--- src/rtl/spi_adc_seq.sv ---
// SPI ADC sweep sequencer: mode-0 master for a pipelined ADC (result of frame n belongs to frame n-1's address).
// Optional macro SPI_ADC_SEQ_AVG_EN: convert each channel 4 times and report the truncated mean.
module spi_adc_seq #(
  parameter int DATA_W    = 16,
  parameter int CH_N      = 4,
  parameter int CH_AW     = 2,
  parameter int CLK_DIV   = 2,
  parameter int FRAME_GAP = 8
) (
  input  logic              clk,
  input  logic              rst_n,
  input  logic              start,
  input  logic              cont,
  input  logic [CH_N-1:0]   ch_mask,
  input  logic              rvs,
  input  logic              miso,
  output logic              cs,
  output logic              sclk,
  output logic              mosi,
  output logic [DATA_W-1:0] dout,
  output logic [CH_AW-1:0]  dout_ch,
  output logic              dout_vld,
  output logic              busy,
  output logic [2:0]        dbg_state
);

  localparam int                BIT_W    = (DATA_W > 1) ? $clog2(DATA_W) : 1;
  localparam logic [15:0]       DIV_LAST = 16'(CLK_DIV - 1);
  localparam logic [15:0]       GAP_LAST = 16'(FRAME_GAP - 1);
  localparam logic [BIT_W-1:0]  BIT_LAST = BIT_W'(DATA_W - 1);

  typedef enum logic [2:0] {
    IDLE     = 3'd0,
    WAIT_RVS = 3'd1,
    CS_SETUP = 3'd2,
    SHIFT    = 3'd3,
    CS_HOLD  = 3'd4,
    GAP      = 3'd5
  } state_t;

  state_t              r_state, w_state_nxt;
  logic [15:0]         r_cnt;
  logic [BIT_W-1:0]    r_bit;
  logic                r_sclk;
  logic [DATA_W-1:0]   r_miso_sr, r_mosi_sr;
  logic [CH_N-1:0]     r_mask;
  logic [CH_AW-1:0]    r_addr, r_nxt_addr, r_prev_ch;
  logic                r_flush, r_nxt_flush, r_prev_vld;
  logic [DATA_W-1:0]   r_dout;
  logic [CH_AW-1:0]    r_dout_ch;
  logic                r_dout_vld;
`ifdef SPI_ADC_SEQ_AVG_EN
  logic [1:0]          r_rep, r_prev_rep;
  logic [DATA_W+1:0]   r_acc;
  logic [DATA_W+1:0]   w_acc_sum;
`endif

  logic                w_div_end, w_rise, w_fall, w_shift_done;
  logic                w_hold_done, w_gap_done, w_start, w_load;
  logic [CH_AW:0]      w_nxt_hi;
  logic [CH_AW-1:0]    w_nxt_addr;
  logic                w_nxt_flush, w_relatch;

  function automatic logic [CH_AW-1:0] f_lowest(input logic [CH_N-1:0] m);
    logic [CH_AW-1:0] res;
    res = '0;
    for (int i = CH_N - 1; i >= 0; i--)
      if (m[i]) res = CH_AW'(i);
    return res;
  endfunction

  // Returns {found, addr} of the lowest enabled channel above cur.
  function automatic logic [CH_AW:0] f_next(input logic [CH_N-1:0] m, input logic [CH_AW-1:0] cur);
    logic [CH_AW:0] res;
    res = '0;
    for (int i = CH_N - 1; i >= 0; i--)
      if (m[i] && (i > int'(cur))) res = {1'b1, CH_AW'(i)};
    return res;
  endfunction

  assign w_div_end    = (r_cnt == DIV_LAST);
  assign w_rise       = (r_state == SHIFT) && w_div_end && !r_sclk;
  assign w_fall       = (r_state == SHIFT) && w_div_end && r_sclk;
  assign w_shift_done = w_fall && (r_bit == BIT_LAST);
  assign w_hold_done  = (r_state == CS_HOLD) && w_div_end;
  assign w_gap_done   = (r_state == GAP) && (r_cnt == GAP_LAST);
  assign w_start      = (r_state == IDLE) && start && (|ch_mask);
  assign w_load       = (r_state == WAIT_RVS) && rvs;

  // Address for the frame after the one being loaded; cont is sampled here.
  always_comb begin
    w_nxt_hi    = f_next(r_mask, r_addr);
    w_nxt_addr  = r_addr;
    w_nxt_flush = 1'b0;
    w_relatch   = 1'b0;
    if (w_nxt_hi[CH_AW]) begin
      w_nxt_addr = w_nxt_hi[CH_AW-1:0];
    end else if (cont && (|ch_mask)) begin
      w_relatch  = 1'b1;
      w_nxt_addr = f_lowest(ch_mask);
    end else begin
      w_nxt_flush = 1'b1;
      w_nxt_addr  = f_lowest(r_mask);
    end
`ifdef SPI_ADC_SEQ_AVG_EN
    if (r_rep != 2'd3) begin
      w_nxt_addr  = r_addr;
      w_nxt_flush = 1'b0;
      w_relatch   = 1'b0;
    end
`endif
  end

  always_comb begin
    w_state_nxt = r_state;
    unique case (r_state)
      IDLE:     if (w_start) w_state_nxt = WAIT_RVS;
      WAIT_RVS: if (rvs) w_state_nxt = CS_SETUP;
      CS_SETUP: w_state_nxt = SHIFT;
      SHIFT:    if (w_shift_done) w_state_nxt = CS_HOLD;
      CS_HOLD:  if (w_div_end) w_state_nxt = GAP;
      GAP:      if (w_gap_done) w_state_nxt = r_flush ? IDLE : WAIT_RVS;
      default:  w_state_nxt = IDLE;
    endcase
  end

  always_ff @(posedge clk or negedge rst_n) begin
    if (!rst_n) r_state <= IDLE;
    else        r_state <= w_state_nxt;
  end

`ifdef SPI_ADC_SEQ_AVG_EN
  assign w_acc_sum = ((r_prev_rep == 2'd0) ? '0 : r_acc) + {2'b00, r_miso_sr};
`endif

  always_ff @(posedge clk or negedge rst_n) begin
    if (!rst_n) begin
      r_cnt       <= '0;
      r_bit       <= '0;
      r_sclk      <= 1'b0;
      r_miso_sr   <= '0;
      r_mosi_sr   <= '0;
      r_mask      <= '0;
      r_addr      <= '0;
      r_nxt_addr  <= '0;
      r_prev_ch   <= '0;
      r_flush     <= 1'b0;
      r_nxt_flush <= 1'b0;
      r_prev_vld  <= 1'b0;
      r_dout      <= '0;
      r_dout_ch   <= '0;
      r_dout_vld  <= 1'b0;
`ifdef SPI_ADC_SEQ_AVG_EN
      r_rep       <= '0;
      r_prev_rep  <= '0;
      r_acc       <= '0;
`endif
    end else begin
      r_dout_vld <= 1'b0;
      if ((w_state_nxt != r_state) || ((r_state == SHIFT) && w_div_end))
        r_cnt <= '0;
      else if (r_state inside {SHIFT, CS_HOLD, GAP})
        r_cnt <= r_cnt + 16'd1;

      if (w_rise) begin
        r_sclk    <= 1'b1;
        r_miso_sr <= {r_miso_sr[DATA_W-2:0], miso};
      end
      if (w_fall) begin
        r_sclk    <= 1'b0;
        r_mosi_sr <= {r_mosi_sr[DATA_W-2:0], 1'b0};
        r_bit     <= r_bit + BIT_W'(1);
      end

      if (w_start) begin
        r_mask     <= ch_mask;
        r_addr     <= f_lowest(ch_mask);
        r_flush    <= 1'b0;
        r_prev_vld <= 1'b0;
`ifdef SPI_ADC_SEQ_AVG_EN
        r_rep      <= '0;
`endif
      end

      if (w_load) begin
        r_mosi_sr   <= {r_addr, {(DATA_W - CH_AW){1'b0}}};
        r_bit       <= '0;
        r_nxt_addr  <= w_nxt_addr;
        r_nxt_flush <= w_nxt_flush;
        if (w_relatch && !r_flush) r_mask <= ch_mask;
      end

      // The word shifted in now answers the previous frame's address.
      if (w_hold_done) begin
        r_prev_ch  <= r_addr;
        r_prev_vld <= !r_flush;
`ifdef SPI_ADC_SEQ_AVG_EN
        r_prev_rep <= r_rep;
        if (r_prev_vld) begin
          r_acc <= w_acc_sum;
          if (r_prev_rep == 2'd3) begin
            r_dout     <= w_acc_sum[DATA_W+1:2];
            r_dout_ch  <= r_prev_ch;
            r_dout_vld <= 1'b1;
          end
        end
`else
        if (r_prev_vld) begin
          r_dout     <= r_miso_sr;
          r_dout_ch  <= r_prev_ch;
          r_dout_vld <= 1'b1;
        end
`endif
      end

      if (w_gap_done && !r_flush) begin
        r_addr  <= r_nxt_addr;
        r_flush <= r_nxt_flush;
`ifdef SPI_ADC_SEQ_AVG_EN
        r_rep   <= r_rep + 2'd1;
`endif
      end
    end
  end

  assign cs        = !(r_state inside {CS_SETUP, SHIFT, CS_HOLD});
  assign sclk      = r_sclk;
  assign mosi      = r_mosi_sr[DATA_W-1];
  assign dout      = r_dout;
  assign dout_ch   = r_dout_ch;
  assign dout_vld  = r_dout_vld;
  assign busy      = (r_state != IDLE);
  assign dbg_state = r_state;

endmodule

--- config.mk ---
export PLATFORM = sky130hd
export DESIGN_NAME = spi_adc_seq
export DESIGN_NICKNAME = d
export VERILOG_FILES = /design/src/rtl/spi_adc_seq.sv
export SDC_FILE = /design/constraint.sdc
export NUM_CORES = 1
export LEC_CHECK = 0
export CORE_MARGIN = 2
export CORE_UTILIZATION = 50
export DETAILED_ROUTE_END_ITERATION = 12
export PLACE_DENSITY_LB_ADDON = 0.3
export SLEW_MARGIN = 20
export SYNTH_ARGS = -nofsm -noshare
export SYNTH_HDL_FRONTEND = slang
export SYNTH_SLANG_ARGS = --single-unit
export TNS_END_PERCENT = 1
--- constraint.sdc ---
create_clock -name clk -period 3.4 [get_ports clk]
set_clock_uncertainty 0.1 [all_clocks]
set_input_delay 0.68 -clock clk [delete_from_list [all_inputs] [get_ports clk]]
set_output_delay 0.68 -clock clk [all_outputs]
set_load 0.05 [all_outputs]
### Yosys cells after proc, flatten, opt, wreduce, memory -nomap -nowiden

Cells that the tools add are included.

| cells by class | value |
|---|---|
| add/sub/neg operators | 2 |
| magnitude comparators | 3 |
| reductions and logical operators | 30 |
| equal/unequal tests | 9 |
| mux-type cells | 42 |
| divide/modulo/power cells | 0 |
| bitwise operators | 0 |
| shift-type cells | 0 |
| multiply operators | 0 |

Operators with widths:

| kind | count |
|---|---|
| 16-bit 2-to-1 mux | 4 |
| 2-bit 2-to-1 mux | 12 |
| 3-bit 2-to-1 mux | 8 |
| 4-bit 2-to-1 mux | 5 |
| 3-bit case mux with 6 select lines | 1 |
| 16-bit by 1-bit adder with 16-bit output (second input constant) | 1 |
| 16-bit by 1-bit == test with 1-bit output (second input constant) | 1 |
| 16-bit by 3-bit == test with 1-bit output (second input constant) | 1 |
| 1-bit logical AND | 15 |
| 1-bit 2-to-1 mux | 12 |
| 2-bit nonzero test | 5 |
| 3-bit nonzero test | 3 |
| 3-bit by 2-bit == test with 1-bit output (second input constant) | 2 |
| 3-bit == test (second input constant) | 2 |
| 4-bit by 1-bit adder with 4-bit output (second input constant) | 1 |
| 4-bit == test (second input constant) | 1 |
| 2-bit > comparator (first input constant) | 2 |
| 4-bit OR reduction | 1 |
| 3-bit by 1-bit == test with 1-bit output (second input constant) | 1 |
| 1-bit zero test | 3 |
| 3-bit zero test | 1 |
| 3-bit inequality test | 1 |
| 1-bit by 2-bit > comparator with 1-bit output (first input constant) | 1 |
| 2-bit AND reduction | 1 |
| 1-bit logical OR | 1 |

| storage, ports and cells | value |
|---|---|
| bits in registers | 88 |
| memories | 0 |
| memory bits (writable) | 0 |
| output and inout port bits | 26 |
| bits in latches | 0 |
| memory bits (read-only) | 0 |
| input port bits | 10 |

### Depth between registers and ports, before layout

| logic depth | value |
|---|---|
| depth after elaboration | 9 |
| mapped depth | 9 |
| depth with buffers taken out | 6 |

### Least setup slack after synthesis

OpenSTA, ideal clock, no wires.

| path | value |
|---|---|
| path kind | reg-to-output |
| start point | register r_state[1] (netlist: dbg_state[1]) |
| end point | output port cs |
| setup slack | 0.857 ns |
| cell stages (with the launch flop) | 5 |
| data required time | 2.620 ns |
| data arrival time | 1.763 ns |
| path through | dfrtp_1 > nand2b_1 > buf_2 > nor2_1 > nor2_1 |

| on the way | value |
|---|---|
| longest elaborated chain between the ends | 3 |

RTL lines:

| what | RTL line | RTL |
|---|---|---|
| start: declaration | 41 | `state_t r_state, w_state_nxt;` |
| start signal: assignment | 129 | `else r_state <= w_state_nxt;` |
| 3-bit by 2-bit == test with 1-bit output / 3-bit == test (equally long branches) | 226 | `assign cs = !(r_state inside {CS_SETUP, SHIFT, CS_HOLD});` |
| 3-bit nonzero test * | 226 |  |
| 1-bit zero test * | 226 |  |
| end: declaration | 17 | `output logic cs,` |

Every way passes the cells marked *; elsewhere a longest branch is shown, timed or not.

### Worst setup path in the final report

Ends and elaborated chain as after synthesis.

==> impl_metrics.ini <==
[timing]
min_period_ns = 3.12
finalHoldViolations = 0
finalCritPeriodShare_pct = 91.8
finalSetupViolations = 0
setup_tns_ns = 0
fmax_mhz = 321
rsz0062_at_grt = no
worst_pin_slew_ns = 0.842
slew-limit-headroom_pct = 43.9
slew_viol_final = 0

[detailed_routing]
drt_iter0_drc = 120
wl_per_cell_um = 14.0
vias = 2507
drt-total-wl_mm = 6.41
firstDrtPassIters = 4
route.detailed.drc = 0
vias_per_cell = 5.49
detail-route-antenna-nets = 0

[synthesis]
synth_top_cells_by_count = nand2_1, dfrtp_1, nor2_1, mux2_2
async_reset_ff_share_pct = 100
seq_area_frac_synth_pct = 54.0
yosysMostFrequentCell = nand2_1
syn_area_mm2 = 0.00343
synth_edf_count = 0
synth_area_leaders = dfrtp_1, nand2_1, mux2_2
syn_area_per_cell_um2 = 10.2
synth_seq_cells = 74
post-synth-top-area-cell = dfrtp_1
netlist_instances = 336
netlist-cell-type-count = 48
ys.flop_type = dfrtp_1
yosys_warnings = 0
yosysTopAreaCellShare_pct = 54.0
syn_nets = 349

[layout]
register_area_mm2 = 0.00185
finalInstanceArea_mm2 = 0.00406
synthToLayoutAreaGrowth_pct = 18.5
n_antenna_cell = 0
multi_input_area_mm2 = 0.00147
drive_above_1_share_pct = 13.3
fin_nets = 385
nFillCells = 567

[power_and_ir_drop]
p_per_area_mw_per_mm2 = 647
ir_drop_mv = 0.448
power.leakage_uw = 0.00189

[grt]
grt_pass1_wl_mm = 11.2
gr-total-overflow = 0
grt.total_usage_pct = 19.0
antenna_found_initial = 0
grt_max_degree = 40
grt_pass1_vias = 2412

[setup_path]
slowest_delay_ns = 0.83
cpMaxStageDelayCell = clkdlybuf4s50_1
end_kind = output port
critPathLaunchType = flip-flop
path_delay_family = buffers and inverters
arrival_ns = 2.34
reg2regPathDepth = 5
worstPathCellList = nand2b_1 > nor2_1 > nor2_1 > clkdlybuf4s50_1
worst_r2r_endpoint = r_miso_sr[2]
critical-path-top-cell-by-count = nor2_1
criticalPathCategory = flip-flop to output port
reg2reg_from = r_cnt[8]
critical_path.n_buffers_inverters = 1
crit_fanout = 9
r2r_slack_ns = 0.97
crit_required_ns = 2.62

[cts]
post_cts_buffers = 0
clock_sinks = 74
cts_root_buf = clkbuf_8
postCtsHoldBufs = 0
clk_pin_slew_ns = 0.08
clock_tree.buffer_depth = 2
clkLatencyLatePin_ns = 0.34
htreeDepth = 3
cts_resized = 0
cts_made_buffers = 9
cts_tree = done

[run_status]
status = finished clean

[job]
drv_cap = 0

[die]
core_area_mm2 = 0.00672
dieHeight_um = 86.8
num_io_pins = 36
floorplan.rows = 30
die-width_um = 86.8
start_util_pct = 51.0
dieArea_mm2 = 0.00754

[placement]
dpl-instance-area_mm2 = 0.00381
place_congestion = 0.876
hpwl_mm = 4.50
portBuffers = 35

[min_path]
hold_class = input pin to asynchronous set/reset pin
==> power breakdown <==
group          total, uW  leakage, uW  internal, uW  switching, uW
logic                599     0.000785           248            351
registers           1180     0.000980          1030            157
clock network        846     0.000123           528            317
total               2630      0.00189          1800            825
==> logic make-up after synthesis <==
| group | Yosys count | share of synthesized area, % |
|---|---|---|
| AOI/OAI and AO/OA | 42 | 8.18 |
| xor gates and xnor gates | 17 | 4.34 |
| adders and majority gates | 3 | 1.10 |
| buffers and inverters | 20 | 3.18 |
| DFF | 74 | 54.0 |
| muxes | 20 | 6.57 |
| and+or+nand+nor | 160 | 22.6 |
==> layout by cell type (no fill, tap or decap), types with 2 or more instances in the layout <==
master and instances:
a21oi_1 10, a31oi_1 2, and2_1 3, and3_1 3
and4_2 3, buf_4 2, bufinv_16 3, clkbuf_8 11
clkdlybuf4s50_1 34, dfrtp_1 74, ha_1 3, inv_1 8
mux2_2 20, nand2_1 78, nand3_1 12, nand4_1 8
nand4_2 2, nor2_1 30, nor2b_1 3, nor3_1 2
nor4_1 2, o2111ai_1 2, o211ai_1 3, o21ai_0 12
o21bai_1 2, o22ai_1 2, o31ai_1 3, or3_1 3
xnor2_1 8, xor2_1 9
==> stage by stage <==
step / std cells / util [%] / hold slack [ns] / total power [uW] / setup slack, ns
2_1_floorplan: 336 / - / 0.284 / 1650 / 0.857
3_3_place_gp: 441 / 56.7 / 0.349 / 1770 / 0.642
3_5_place_dp: 441 / 56.7 / 0.355 / 1800 / 0.609
4_1_cts: 457 / 60.5 / 0.358 / 2650 / 0.260
5_1_grt: 457 / 60.5 / 0.389 / 2780 / 0.118
6_report: 457 / 60.5 / 0.337 / 2630 / 0.280
==> registers in the layout, summed over array words and instances, names as in the netlist <==
register and count:
dout_ch 2, dbg_state 3, r_bit 4, r_flush 1, r_mask 4, dout_vld 1
r_miso_sr 16, sclk 1, r_nxt_addr 2, r_addr 2, dout 16, r_nxt_flush 1
r_prev_vld 1, r_mosi_sr 2, r_prev_ch 2, r_cnt 16
==> how the worst max path moves through the flow <==
stage	endpoint	start	cells past startpoint
final	cs	dbg_state[1]	4
after global routing	cs	dbg_state[1]	4
after CTS	cs	dbg_state[1]	4
after detailed placement	r_mask[0]	start	5
after global placement	cs	dbg_state[1]	4
after floorplan	cs	dbg_state[1]	4
==> cell type report <==
type,count,share of cell area [%]
flip-flops and latches,74,45.6
repair buffers,37,8.87
clock buffers,12,3.82
well taps,80,2.46
multi-input cells,242,36.1
inverters,8,0.739
clock inverters,4,2.40
==> layer usage <==
layer / routed length, um / global-route usage (%) / vias up
met4: 106 / 7.67 / 0
met5: 0 / 0 / -
li1: - / - / 1221
met1: 3000 / 25.3 / 1219
met2: 3060 / 30.5 / 57
met3: 249 / 4.00 / 10
(Power assumes the default switching activity.)
